==> src/rtl/fft_mux_pkg.sv <==
// Shared definitions for the FFT datapath sample multiplexers.
package fft_mux_pkg;

    localparam logic MODE_EXT  = 1'b0;
    localparam logic MODE_AUTO = 1'b1;

    // Bits needed to index n items; a single item still gets one bit.
    function automatic int sel_width(input int n);
        return (n <= 2) ? 1 : $clog2(n);
    endfunction

endpackage

==> src/rtl/mux_sel_counter.sv <==
// Rotating select generator for commutator mode: per_cnt counts valid
// samples within one select step, sel_cnt walks the lanes.
module mux_sel_counter
    import fft_mux_pkg::*;
#(
    parameter  int NUM_INPUTS = 4,
    parameter  int PERIOD     = 1,
    localparam int SEL_W      = sel_width(NUM_INPUTS),
    localparam int PER_W      = sel_width(PERIOD)
) (
    input  logic             clk_i,
    input  logic             rst_ni,
    input  logic             adv_i,    // valid sample consumed in auto mode
    input  logic             clear_i,  // synchronous restart
    output logic [SEL_W-1:0] sel_o,    // select for the sample this cycle
    output logic             wrap_o    // this sample closes a full rotation
);

    localparam logic [SEL_W-1:0] SEL_LAST = SEL_W'(NUM_INPUTS - 1);
    localparam logic [PER_W-1:0] PER_LAST = PER_W'(PERIOD - 1);

    logic [SEL_W-1:0] sel_q, sel_d, base_sel;
    logic [PER_W-1:0] per_q, per_d, base_per;

    // Clear makes the current sample behave as the first one of a rotation,
    // so the advance logic simply starts from a zeroed base.
    always_comb begin
        base_sel = clear_i ? '0 : sel_q;
        base_per = clear_i ? '0 : per_q;
        sel_d    = base_sel;
        per_d    = base_per;
        if (adv_i) begin
            if (base_per == PER_LAST) begin
                per_d = '0;
                sel_d = (base_sel == SEL_LAST) ? '0 : base_sel + SEL_W'(1);
            end else begin
                per_d = base_per + PER_W'(1);
            end
        end
        sel_o  = base_sel;
        wrap_o = adv_i & ~clear_i & (sel_q == SEL_LAST) & (per_q == PER_LAST);
    end

    // Counter state; reset discards any partial rotation.
    always_ff @(posedge clk_i or negedge rst_ni) begin
        if (!rst_ni) begin
            sel_q <= '0;
            per_q <= '0;
        end else begin
            sel_q <= sel_d;
            per_q <= per_d;
        end
    end

endmodule

==> src/rtl/mux_nx1_sync.sv <==
// Registered N-to-1 sample mux with external or self-rotating select.
module mux_nx1_sync
    import fft_mux_pkg::*;
#(
    parameter  int WIDTH      = 16,
    parameter  int NUM_INPUTS = 4,
    parameter  int PERIOD     = 1,
    localparam int SEL_W      = sel_width(NUM_INPUTS)
) (
    input  logic                        CLK,
    input  logic                        RST,
    input  logic [NUM_INPUTS*WIDTH-1:0] Input_Bus,
    input  logic                        In_Valid,
    input  logic                        Mode,
    input  logic [SEL_W-1:0]            Selection,
    input  logic                        Clear,
    output logic signed [WIDTH-1:0]     Output_Mux,
    output logic                        Out_Valid,
    output logic [SEL_W-1:0]            Sel_Out,
    output logic                        Wrap
);

    logic [NUM_INPUTS-1:0][WIDTH-1:0] lane;
    logic [SEL_W-1:0] cnt_sel, eff_sel, sel_q;
    logic [WIDTH-1:0] out_d, out_q;
    logic             cnt_wrap, adv, vld_q, wrap_q;

    assign lane = Input_Bus;
    assign adv  = In_Valid & (Mode == MODE_AUTO);

    mux_sel_counter #(
        .NUM_INPUTS (NUM_INPUTS),
        .PERIOD     (PERIOD)
    ) u_cnt (
        .clk_i   (CLK),
        .rst_ni  (RST),
        .adv_i   (adv),
        .clear_i (Clear),
        .sel_o   (cnt_sel),
        .wrap_o  (cnt_wrap)
    );

    assign eff_sel = (Mode == MODE_AUTO) ? cnt_sel : Selection;

    // Lane select; an out-of-range index matches no lane and yields zero.
    always_comb begin
        out_d = '0;
        for (int k = 0; k < NUM_INPUTS; k++) begin
            if (eff_sel == SEL_W'(k)) out_d = lane[k];
        end
    end

    // Output register: data/select hold across gaps, valid and wrap pulse.
    always_ff @(posedge CLK or negedge RST) begin
        if (!RST) begin
            out_q  <= '0;
            sel_q  <= '0;
            vld_q  <= 1'b0;
            wrap_q <= 1'b0;
        end else begin
            vld_q  <= In_Valid;
            wrap_q <= cnt_wrap;
            if (In_Valid) begin
                out_q <= out_d;
                sel_q <= eff_sel;
            end
        end
    end

    assign Output_Mux = out_q;
    assign Out_Valid  = vld_q;
    assign Sel_Out    = sel_q;
    assign Wrap       = wrap_q;

endmodule

==> config.mk <==
export PLATFORM = sky130hd
export DESIGN_NAME = mux_nx1_sync
export DESIGN_NICKNAME = d
export VERILOG_FILES = /design/src/rtl/fft_mux_pkg.sv /design/src/rtl/mux_sel_counter.sv /design/src/rtl/mux_nx1_sync.sv
export SDC_FILE = /design/constraint.sdc
export NUM_CORES = 1
export LEC_CHECK = 0
export CORE_MARGIN = 5
export CORE_UTILIZATION = 27
export DETAILED_ROUTE_END_ITERATION = 16
export MAX_ROUTING_LAYER = met4
export PLACE_DENSITY = 0.61
export SLEW_MARGIN = 40
export SYNTH_ARGS = -nofsm -noshare
export SYNTH_HDL_FRONTEND = slang
export SYNTH_SLANG_ARGS = --single-unit
==> constraint.sdc <==
create_clock -name CLK -period 2.04 [get_ports CLK]
set_clock_uncertainty 0.1 [all_clocks]
set_input_delay 0.408 -clock CLK [delete_from_list [all_inputs] [get_ports CLK]]
set_output_delay 0.408 -clock CLK [all_outputs]
set_load 0.05 [all_outputs]
==> qor.yml <==
synthToLayoutAreaGrowth_pct: 74.28
period_needed_ns: 1.944
finalWirelength_mm: 4.801
synth_edf_count: 0
synth_compound_area_share_pct: 36.35
gp_congestion: 0.7840
layout.nets: 308
h-tree-depth: 1
synth.area.mux_share_pct: 0
ir_drop_mv: 0.2921
cp_max_fo: 2
synth_xor_area_share_pct: 0.6146
crit_chain: "clkdlybuf4s50_1"
first_iter_violations: 53
core_mm2: 0.005107
synthesis.nets: 208
hold_class: "input port to asynchronous set/reset pin"
grtUsageMet1_pct: 18.40
die_w_um: 82.65
grt_util_met2_pct: 23.64
dp_hpwl_mm: 3.816
dr_total_vias: 1472
groute.layer.met3.usage_pct: 2.061
ys_seq_area_share_pct: 40.39
cts_hold_buf: 0
async_flop_share_pct: 100.0
post_cts_buffers: 0
fmax_mhz: 514.4
cts_tree: "yes"
die_y_um: 82.65
ys_ff_latch: 23
cts_buffer_depth: 2
required_ns: 1.53
yosys_warnings: 0
dpl_cell_area_mm2: 0.002439
crit_type: "flip-flop to output port"
grt_overflow: 0
grt_max_degree: 24
final_common_cell: "clkdlybuf4s50_1"
crit_arrival_ns: 1.44
synthSimpleGateAreaFrac_pct: 17.03
whs_ns: 0.3928
cp_slowest_cell: "clkdlybuf4s50_1"
wl_per_cell_um: 15.69
finalHoldViolations: 0
layout.cells.non_filler: 306
synth_top_family_by_area: "compound AO/OA/AOI/OAI gates"
reg2regPathDepth: 5
cap_violations: 0
dp_cells: 302
r2r_start: "u_cnt.sel_q[0]"
cp-end-kind: "output port"
dieArea_mm2: 0.006831
fin_area_mm2: 0.002484
crit_buf_inv: 1
rows: 26
regArea_um2: 575.6
r2r-end: "Output_Mux[14]"
post-route-period-util_pct: 95.29
synth.distinct_cells: 27
grt_pass1_vias: 1488
p_leak_nw: 0.9814
reg2reg_slack_ns: 0.46
cp-startpoint: "Sel_Out[0]"
clkSinkCount: 23
critical_path.max_stage_delay_ns: 0.81
drc_errors: 0
grt_busiest_layer: "met2"
final_cell_mix: "clkdlybuf4s50_1 (82), dfrtp_1 (23), buf_4 (23), a211oi_1 (22), nor2_1 (18)"
grt_pass1_wl_mm: 7.176
startpoint_type: "flip-flop"
initial_utilization_pct: 27.90
slew_violations: 0
syn_area_mm2: 0.001425
syn_inst: 137
ctsResizeCount: 0
tightest_slew_ns: 0.5151
synth-adder-area-share_pct: 0
synth_flop_cell: "dfrtp_1"
syn_avg_cell_area_um2: 10.40
cp_top_family: "buffers and inverters"
p_total_mw: 1.482
antenna_found_initial: 0
layout-drive-gt1-share_pct: 22.03
clock_latency_ns: 0.26
clkTransAtPathRegs_ns: 0.09
finalSetupViolCount: 0
viasPerCell: 4.810
fillers: 493
io_pins: 91
detail-route-antenna-nets: 0
cts-root-buf: "clkbuf_8"
diodes: 0
portBuffers: 90
multiInputGateArea_um2: 769.5
first_pass_iters: 4
rsz0062_at_grt: "false"
cts_made_buffers: 3
maxSlewHeadroom_pct: 65.55
grt_use_total_pct: 14.21
p_per_area_mw_per_mm2: 596.7
status: "finished, final reports clean"
-- power breakdown --
part | switching (mW) | internal, mW
registers | 0.0312 | 0.511
logic | 0.356 | 0.297
clock network | 0.147 | 0.139
total | 0.534 | 0.948
-- per-stage QoR --
| stage | setup slack [ns] | setup TNS, ns | util, % |
|---|---|---|---|
| 2_1_floorplan | 0.4568 | 0 | - |
| 3_3_place_gp | -0.1067 | -1.336 | 47.75 |
| 3_5_place_dp | -0.1336 | -1.487 | 47.75 |
| 4_1_cts | 0.07462 | 0 | 48.63 |
| 5_1_grt | 0.04442 | 0 | 48.63 |
| 6_report | 0.09608 | 0 | 48.63 |
-- worst max path at each step --
stage | endpoint | depth (start not counted)
6_report | Sel_Out[0] | 1
5_1_grt | Sel_Out[1] | 1
4_1_cts | Sel_Out[1] | 1
3_5_place_dp | Output_Mux[14] | 6
3_3_place_gp | Output_Mux[15] | 6
2_1_floorplan | Output_Mux[10] | 5
-- worst reg2reg max path, cell delays in order (launching register included) --
cell	delay, ns
dfrtp_1	0.40
nand2b_1	0.17
buf_4	0.14
o22a_4	0.29
o22ai_1	0.12
a211oi_1	0.26
-- registers in the layout, summed over array words and instances, names as in the netlist --
| signal | flops |
|---|---|
| u_cnt.per_q | 1 |
| Sel_Out | 2 |
| Output_Mux | 16 |
| Wrap | 1 |
| u_cnt.sel_q | 2 |
| Out_Valid | 1 |
-- cells in the mapped netlist (2+ instances only) --
| cell type | number | area [um^2] |
|---|---|---|
| nand2b_1 | 4 | 25.02 |
| and3_1 | 16 | 100.1 |
| buf_2 | 3 | 15.01 |
| a21oi_1 | 2 | 10.01 |
| nor2_1 | 18 | 67.56 |
| dfrtp_1 | 23 | 575.6 |
| a211oi_2 | 10 | 125.1 |
| inv_1 | 2 | 7.510 |
| a211oi_1 | 22 | 165.2 |
| o22ai_1 | 6 | 37.54 |
| clkbuf_1 | 5 | 18.77 |
| o22ai_2 | 10 | 125.1 |
| nand2_1 | 2 | 7.510 |
-- per-layer routing --
| metal | vias to the layer above | wire [um] |
|---|---|---|
| met3 | 2 | 330 |
| met4 | 0 | 14 |
| li1 | 731 | - |
| met2 | 56 | 2325 |
| met5 | - | 0 |
| met1 | 683 | 2130 |
-- cell type report --
| cell class | count | area share (%) |
|---|---|---|
| tap | 70 | 3.526 |
| sequential | 23 | 23.17 |
| multi-input combinational | 101 | 30.98 |
| timing repair buffer | 106 | 40.20 |
| clock buffer | 4 | 1.814 |
| inverter | 2 | 0.3023 |
-- cells by family after synthesis --
family                 after synthesis
XOR/XNOR                             1
AO/OA/AOI/OAI                       55
AND/OR/NAND/NOR                     45
buffers and inverters               13
flip-flops                          23
(Power assumes the default switching activity.)
